--- src/rtl/ps2_host_tx_if.sv ---
// rtl/ps2_host_tx_if.sv - command/status and pad signals of the PS/2 host transmitter
interface ps2_host_tx_if;
    logic [7:0] tx_data;
    logic       tx_strb;
    logic       tx_busy;
    logic       tx_done;
    logic [1:0] tx_status;
    logic       ps2_clk_in;
    logic       ps2_data_in;
    logic       ps2_clk_oe;
    logic       ps2_data_oe;

    modport master (
        output tx_data, tx_strb, ps2_clk_in, ps2_data_in,
        input  tx_busy, tx_done, tx_status, ps2_clk_oe, ps2_data_oe
    );

    modport slave (
        input  tx_data, tx_strb, ps2_clk_in, ps2_data_in,
        output tx_busy, tx_done, tx_status, ps2_clk_oe, ps2_data_oe
    );
endinterface

--- src/rtl/ps2_host_tx.sv ---
// rtl/ps2_host_tx.sv - PS/2 host-to-device command byte transmitter
module ps2_host_tx #(
    parameter int INHIBIT_CYCLES       = 5000,
    parameter int START_HOLD_CYCLES    = 50,
    parameter int START_TIMEOUT_CYCLES = 750000,
    parameter int XFER_TIMEOUT_CYCLES  = 100000,
    parameter int FILTER_LEN           = 4
) (
    input  logic            clk,
    input  logic            rst,
    ps2_host_tx_if.slave    bus
);
    localparam int          FW         = $clog2(FILTER_LEN + 1);
    localparam logic [FW-1:0] FCNT_LAST = FW'(FILTER_LEN - 1);
    localparam logic [19:0] INH_LAST   = 20'(INHIBIT_CYCLES - 1);
    localparam logic [19:0] HOLD_LAST  = 20'(START_HOLD_CYCLES - 1);
    localparam logic [19:0] START_LAST = 20'(START_TIMEOUT_CYCLES - 1);
    localparam logic [19:0] XFER_LAST  = 20'(XFER_TIMEOUT_CYCLES - 1);

    typedef enum logic [3:0] {
        S_IDLE, S_INHIBIT, S_START, S_WAIT_CLK, S_SEND,
        S_ACK, S_IDLE_WAIT, S_DONE, S_FAIL
    } state_t;

    // Index 0 is the clock line, index 1 the data line.
    logic [1:0]    sync1_q, sync2_q, filt_q;
    logic [FW-1:0] fcnt_q [2];
    logic          fall_q;

    always_ff @(posedge clk or negedge rst) begin
        if (!rst) begin
            sync1_q   <= 2'b11;
            sync2_q   <= 2'b11;
            filt_q    <= 2'b11;
            fcnt_q[0] <= '0;
            fcnt_q[1] <= '0;
            fall_q    <= 1'b0;
        end else begin
            sync1_q <= {bus.ps2_data_in, bus.ps2_clk_in};
            sync2_q <= sync1_q;
            fall_q  <= filt_q[0] & ~sync2_q[0] & (fcnt_q[0] == FCNT_LAST);
            for (int i = 0; i < 2; i++) begin
                if (sync2_q[i] == filt_q[i]) begin
                    fcnt_q[i] <= '0;
                end else if (fcnt_q[i] == FCNT_LAST) begin
                    fcnt_q[i] <= '0;
                    filt_q[i] <= sync2_q[i];
                end else begin
                    fcnt_q[i] <= fcnt_q[i] + 1'b1;
                end
            end
        end
    end

    state_t      state_q;
    logic [19:0] timer_q;
    logic [9:0]  shift_q;
    logic [3:0]  nbit_q;
    logic        nack_q;
    logic        clk_oe_q, data_oe_q, busy_q, done_q;
    logic [1:0]  status_q;

    // One timer serves every phase; it is the transfer timer from SEND onwards.
    always_ff @(posedge clk or negedge rst) begin
        if (!rst) begin
            state_q   <= S_IDLE;
            timer_q   <= '0;
            shift_q   <= '0;
            nbit_q    <= '0;
            nack_q    <= 1'b0;
            clk_oe_q  <= 1'b0;
            data_oe_q <= 1'b0;
            busy_q    <= 1'b0;
            done_q    <= 1'b0;
            status_q  <= 2'b00;
        end else begin
            done_q <= 1'b0;
            case (state_q)
                S_IDLE: begin
                    if (bus.tx_strb) begin
                        shift_q  <= {1'b1, ~^bus.tx_data, bus.tx_data};
                        clk_oe_q <= 1'b1;
                        busy_q   <= 1'b1;
                        timer_q  <= '0;
                        state_q  <= S_INHIBIT;
                    end
                end
                S_INHIBIT: begin
                    if (timer_q == INH_LAST) begin
                        timer_q   <= '0;
                        data_oe_q <= 1'b1;
                        state_q   <= S_START;
                    end else begin
                        timer_q <= timer_q + 20'd1;
                    end
                end
                S_START: begin
                    if (timer_q == HOLD_LAST) begin
                        timer_q  <= '0;
                        clk_oe_q <= 1'b0;
                        state_q  <= S_WAIT_CLK;
                    end else begin
                        timer_q <= timer_q + 20'd1;
                    end
                end
                S_WAIT_CLK: begin
                    if (fall_q) begin
                        data_oe_q <= ~shift_q[0];
                        shift_q   <= {1'b0, shift_q[9:1]};
                        nbit_q    <= 4'd1;
                        timer_q   <= '0;
                        state_q   <= S_SEND;
                    end else if (timer_q == START_LAST) begin
                        data_oe_q <= 1'b0;
                        done_q    <= 1'b1;
                        status_q  <= 2'b10;
                        state_q   <= S_FAIL;
                    end else begin
                        timer_q <= timer_q + 20'd1;
                    end
                end
                S_SEND, S_ACK, S_IDLE_WAIT: begin
                    if (timer_q == XFER_LAST) begin
                        data_oe_q <= 1'b0;
                        done_q    <= 1'b1;
                        status_q  <= 2'b11;
                        state_q   <= S_FAIL;
                    end else begin
                        timer_q <= timer_q + 20'd1;
                        if (state_q == S_SEND && fall_q) begin
                            data_oe_q <= ~shift_q[0];
                            shift_q   <= {1'b0, shift_q[9:1]};
                            nbit_q    <= nbit_q + 4'd1;
                            if (nbit_q == 4'd9) state_q <= S_ACK;
                        end else if (state_q == S_ACK && fall_q) begin
                            nack_q  <= filt_q[1];
                            state_q <= S_IDLE_WAIT;
                        end else if (state_q == S_IDLE_WAIT && (&filt_q)) begin
                            done_q   <= 1'b1;
                            status_q <= {1'b0, nack_q};
                            state_q  <= S_DONE;
                        end
                    end
                end
                S_DONE, S_FAIL: begin
                    busy_q  <= 1'b0;
                    state_q <= S_IDLE;
                end
                default: state_q <= S_IDLE;
            endcase
        end
    end

    assign bus.ps2_clk_oe  = clk_oe_q;
    assign bus.ps2_data_oe = data_oe_q;
    assign bus.tx_busy     = busy_q;
    assign bus.tx_done     = done_q;
    assign bus.tx_status   = status_q;
endmodule

--- src/flat_wrapper.sv ---
// flat-port wrapper written by rule: the top's interface ports become plain ports
module ps2_host_tx_flat 
#(
    parameter int INHIBIT_CYCLES       = 5000,
    parameter int START_HOLD_CYCLES    = 50,
    parameter int START_TIMEOUT_CYCLES = 750000,
    parameter int XFER_TIMEOUT_CYCLES  = 100000,
    parameter int FILTER_LEN           = 4
)
  (clk, rst, bus_tx_data, bus_tx_strb, bus_ps2_clk_in, bus_ps2_data_in, bus_tx_busy, bus_tx_done, bus_tx_status, bus_ps2_clk_oe, bus_ps2_data_oe);
  ps2_host_tx_if bus_i ();
  input  logic clk;
  input  logic rst;
  input wire logic [$bits(bus_i.tx_data)-1:0] bus_tx_data;
  input wire logic [$bits(bus_i.tx_strb)-1:0] bus_tx_strb;
  input wire logic [$bits(bus_i.ps2_clk_in)-1:0] bus_ps2_clk_in;
  input wire logic [$bits(bus_i.ps2_data_in)-1:0] bus_ps2_data_in;
  output wire logic [$bits(bus_i.tx_busy)-1:0] bus_tx_busy;
  output wire logic [$bits(bus_i.tx_done)-1:0] bus_tx_done;
  output wire logic [$bits(bus_i.tx_status)-1:0] bus_tx_status;
  output wire logic [$bits(bus_i.ps2_clk_oe)-1:0] bus_ps2_clk_oe;
  output wire logic [$bits(bus_i.ps2_data_oe)-1:0] bus_ps2_data_oe;
  assign bus_i.tx_data = bus_tx_data;
  assign bus_i.tx_strb = bus_tx_strb;
  assign bus_i.ps2_clk_in = bus_ps2_clk_in;
  assign bus_i.ps2_data_in = bus_ps2_data_in;
  assign bus_tx_busy = bus_i.tx_busy;
  assign bus_tx_done = bus_i.tx_done;
  assign bus_tx_status = bus_i.tx_status;
  assign bus_ps2_clk_oe = bus_i.ps2_clk_oe;
  assign bus_ps2_data_oe = bus_i.ps2_data_oe;
  ps2_host_tx #(.INHIBIT_CYCLES(INHIBIT_CYCLES), .START_HOLD_CYCLES(START_HOLD_CYCLES), .START_TIMEOUT_CYCLES(START_TIMEOUT_CYCLES), .XFER_TIMEOUT_CYCLES(XFER_TIMEOUT_CYCLES), .FILTER_LEN(FILTER_LEN)) u_core (.clk(clk), .rst(rst), .bus(bus_i));
endmodule
--- config.mk ---
export PLATFORM = sky130hd
export DESIGN_NAME = ps2_host_tx_flat
export DESIGN_NICKNAME = d
export VERILOG_FILES = /design/src/rtl/ps2_host_tx_if.sv /design/src/rtl/ps2_host_tx.sv /design/src/flat_wrapper.sv
export SDC_FILE = /design/constraint.sdc
export NUM_CORES = 1
export LEC_CHECK = 0
export ABC_CLOCK_PERIOD_IN_PS = 2000
export CAP_MARGIN = 20
export CELL_PAD_IN_SITES_DETAIL_PLACEMENT = 1
export CELL_PAD_IN_SITES_GLOBAL_PLACEMENT = 1
export CORE_UTILIZATION = 39
export CTS_BUF_LIST = sky130_fd_sc_hd__clkbuf_8
export DETAILED_ROUTE_END_ITERATION = 12
export PLACE_DENSITY = 0.67
export RECOVER_POWER = 50
export SYNTH_ARGS = -nofsm -noshare
export SYNTH_HDL_FRONTEND = slang
export SYNTH_SLANG_ARGS = --single-unit
--- constraint.sdc ---
create_clock -name clk -period 2 [get_ports clk]
set_input_delay 0.2 -clock clk [delete_from_list [all_inputs] [get_ports clk]]
set_output_delay 0.2 -clock clk [all_outputs]
set_load 0.005 [all_outputs]
==> metrics.log <==
INFO  metric result_of_the_run = finished, violations left
INFO  metric failed_checks = setup timing
INFO  metric power.density = 1160 nW/um^2
INFO  metric hpwl = 6.88 mm
INFO  metric synthesized_instance_count = 340
INFO  metric num_io_pins = 19
INFO  metric synth_enable_flop_cells = 0
INFO  metric clk_transition_reported_paths = 70 ps
INFO  metric globalRoute.totalOverflow = 0
INFO  metric vias = 3,208
INFO  metric floorplan.initialDensity = 40.9%
INFO  metric number_of_unique_standard_cell_types_used_by_synthesis = 52
INFO  metric path_max_fanout = 6
INFO  metric global_route.usage.total = 25.7%
INFO  metric crit_start = u_core.timer_q[0]$_DFFE_PN0P_
INFO  metric drt_wl_total = 11.1 mm
INFO  metric finalHoldWorstSlack = 358 ps
INFO  metric cp_data_required_time = 2230 ps
INFO  metric crit_path_class = reg2reg
INFO  metric maximum_vdd_ir_drop = 0.621 mV
INFO  metric remaining_drc_errors = 0
INFO  metric critPathLaunchType = register
INFO  metric clock_latency = 350 ps
INFO  metric worstMarginPinSlew = 1310 ps
INFO  metric clock-sinks = 58
INFO  metric place_worst_setup_slack = -309 ps
INFO  metric drt_iter0_drc = 202
INFO  metric firstDrtPassIters = 4
INFO  metric max_stage_delay = 410 ps
INFO  metric diodes = 0
INFO  metric timing.hold.worst.class = reg2reg
INFO  metric min_period = 2230 ps
INFO  metric path_common_cell = buf_4
INFO  metric tritoncts_clock_tree = yes
INFO  metric critPathSlowestCell = dfrtp_2
INFO  metric core-area = 7810 um^2
INFO  metric crit_path_cell_trace = ha_2 > nand2_1 > nor3_1 > buf_4 > a31oi_4 > a211oi_2 > buf_4 > buf_6 > nor3b_2 > a211o_1
INFO  metric endpoint_kind = register
INFO  metric finalHoldViolations = 0
INFO  metric post_synth.cell_area_avg = 9.38 um^2
INFO  metric synthesis.yosys.warnings = 0
INFO  metric rows = 32
INFO  metric first_global_vias = 3,275
INFO  metric master_cell_of_the_clock_root_buffer = clkbuf_8
INFO  metric detail_route.vias_per_cell = 5.74
INFO  metric antenna_found_initial = 0
INFO  metric setup.reg_to_reg.worst_slack = -230 ps
INFO  metric crit_end = u_core.timer_q[6]$_DFFE_PN0P_
INFO  metric rr_startpoint = u_core.timer_q[0]$_DFFE_PN0P_
INFO  metric dieHeight = 92.5 um
INFO  metric timing.reg2reg.worst_path_depth = 10
INFO  metric crit-reg2reg-capture = u_core.timer_q[6]$_DFFE_PN0P_
INFO  metric finish.net_count = 472
INFO  metric ys_seq_area_share = 45.7%
INFO  metric ys_async_sr_fraction = 100%
INFO  metric post-route-worst-setup-slack = -235 ps
INFO  metric fp.dieW = 92.5 um
INFO  metric slew-limit-headroom = 12.8%
INFO  metric drt-wirelength-per-cell = 19.8 um
INFO  metric leakagePower = 2.09 nW
INFO  metric syn_nets = 360
INFO  metric grt_max_degree = 59
INFO  metric synthesis.area = 3190 um^2
INFO  metric detail-route-antenna-nets = 0
INFO  metric timing.max_cap.violations = 0
INFO  metric setup-violations-final = 31
INFO  metric dieArea = 8550 um^2
INFO  metric synthToLayoutAreaGrowth = 50.3%
INFO  metric achievable-frequency = 447 MHz
INFO  metric htreeDepth = 3
INFO  metric worst_ep_arrival_time = 2470 ps
INFO  metric grt_pass1_wl = 16.7 mm
INFO  metric min-delay-start = u_core.sync1_q[1]$_DFF_PN1_
INFO  metric ys.flop_type = dfrtp_1
INFO  metric final_layout_size_suffix_gt1_share = 40.9%
INFO  metric skew = 10.3 ps
INFO  metric gp_congestion = 0.867
INFO  metric ctsLongestPathBuffers = 2
INFO  metric tritoncts.num_buffers = 9
INFO  metric ys_seq_elements = 58
INFO  metric grt_setup_unrepaired = yes
INFO  metric buffer_ports.inserted = 18
INFO  metric finalCritPeriodShare = 112%
INFO  metric timing.final.max_slew_violations = 0
==> repair_timing <==
item,CTS,global route
hold buffers,1,0
buffers inserted,4,8
setup endpoints to repair,31,44
resized for setup,39,67
endpoints found under the hold margin,52,0
pin swaps,11,13
cloned,0,1
==> worst max-delay path: cells and delay by family (launching register included) <==
family	cells	cell delay, ps
AO/OA/AOI/OAI	3	530
buffers and inverters	3	510
AND/OR/NAND/NOR	3	450
flip-flops	1	410
adder cells (fa/ha/maj)	1	230
==> per-stage QoR <==
stage	setup TNS, ps	util [%]	area [um^2]	std cells	total power, mW
after CTS	-2450	57.5	4490	551	5.24
after floorplan	-1690	-	3210	340	2.86
after global routing	-6590	61.4	4800	559	5.88
after global placement	-3170	52.8	4120	530	3.76
after detailed placement	-4160	52.8	4120	530	3.84
final	-4050	61.4	4800	559	5.58
==> cells in the final DEF, fill, tap and decap left out, types with 4 or more instances in the layout <==
cell type / instances
buf_6: 15
nand3_1: 9
nor2b_1: 7
nor2_4: 10
nand2_1: 28
a31oi_1: 5
a22o_1: 10
mux2_2: 4
nor3_1: 12
dfrtp_1: 50
and2_1: 4
nand4_1: 8
dfstp_2: 6
clkbuf_8: 10
o21ai_2: 11
and3_1: 6
inv_1: 10
a21oi_2: 7
clkdlybuf4s50_1: 15
o311ai_1: 5
nor3b_1: 5
ha_1: 6
a21oi_1: 10
nor4_1: 4
xnor2_1: 8
o21ai_1: 6
nand3b_1: 6
nor2_1: 15
nand2b_1: 6
buf_4: 76
mux2i_1: 9
==> power breakdown <==
part | total [mW] | switching, mW | internal [mW]
combinational | 2.76 | 1.40 | 1.36
clock | 1.11 | 0.507 | 0.600
sequential | 1.72 | 0.263 | 1.45
==> cell families (layout without fill, tap and decap cells) <==
logic type      count (synthesis)  in the layout  synth area share, %
flops                          58             58                 45.7
compound gates                 74             74                 15.3
fa+ha+maj                       7              7                 2.74
simple gates                  154            154                 25.9
buf+inv                        23            140                 3.02
mux                            13             13                 4.24
xor+xnor                       11             11                 3.02
==> layer usage <==
metal | wire (um) | up-vias | GRT usage [%]
met2 | 5470 | 91 | 42.3
met4 | 269 | 0 | 8.72
met1 | 4920 | 1622 | 34.0
met5 | 0 | - | 0
met3 | 393 | 26 | 4.52
li1 | - | 1469 | -
==> Yosys cell counts, types with 9 or more instances <==
cell type  number  area (um^2)
a21oi_1        18         90.1
mux2i_1         9         90.1
nand2_1        29          109
nor3_1         14         70.1
inv_1           9         33.8
dfrtp_1        52         1300
nor2_1         28          105
xnor2_1         9         78.8
o21ai_0        19         95.1
a22o_1         10         87.6
nand3_1        13         65.1
==> how the worst min path moves through the flow <==
stage | end | slack [ps] | cells past startpoint
6_report | u_core.sync2_q[1]$_DFF_PN1_ | 360 | 0
5_1_grt | u_core.sync2_q[0]$_DFF_PN1_ | 360 | 0
4_1_cts | u_core.sync1_q[1]$_DFF_PN1_ | 250 | 1
3_5_place_dp | u_core.timer_q[19]$_DFFE_PN0P_ | 230 | 2
3_3_place_gp | u_core.timer_q[19]$_DFFE_PN0P_ | 230 | 2
2_1_floorplan | u_core.bus.ps2_clk_oe$_DFFE_PN0P_ | -100 | 0
==> registers in the layout (all words and copies together) (netlist names) <==
register                cells
u_core.bus.ps2_clk_oe       1
u_core.bus.ps2_data_oe      1
u_core.bus.tx_busy          1
u_core.bus.tx_done          1
u_core.bus.tx_status        2
u_core.fall_q               1
u_core.fcnt_q               6
u_core.filt_q               2
u_core.nack_q               1
u_core.nbit_q               4
u_core.shift_q             10
u_core.state_q              4
u_core.sync1_q              2
u_core.sync2_q              2
u_core.timer_q             20
==> cell type report <==
| class | instances | area [um^2] |
|---|---|---|
| clock buffers | 10 | 138 |
| fillers | 869 | 3010 |
| flip-flops and latches | 58 | 1460 |
| repair buffers | 115 | 1010 |
| multi-input cells | 259 | 1970 |
| clock inverters | 6 | 58.8 |
| inverters | 9 | 33.8 |
| well taps | 102 | 128 |
No activity file was read; power rests on OpenSTA's default activity.
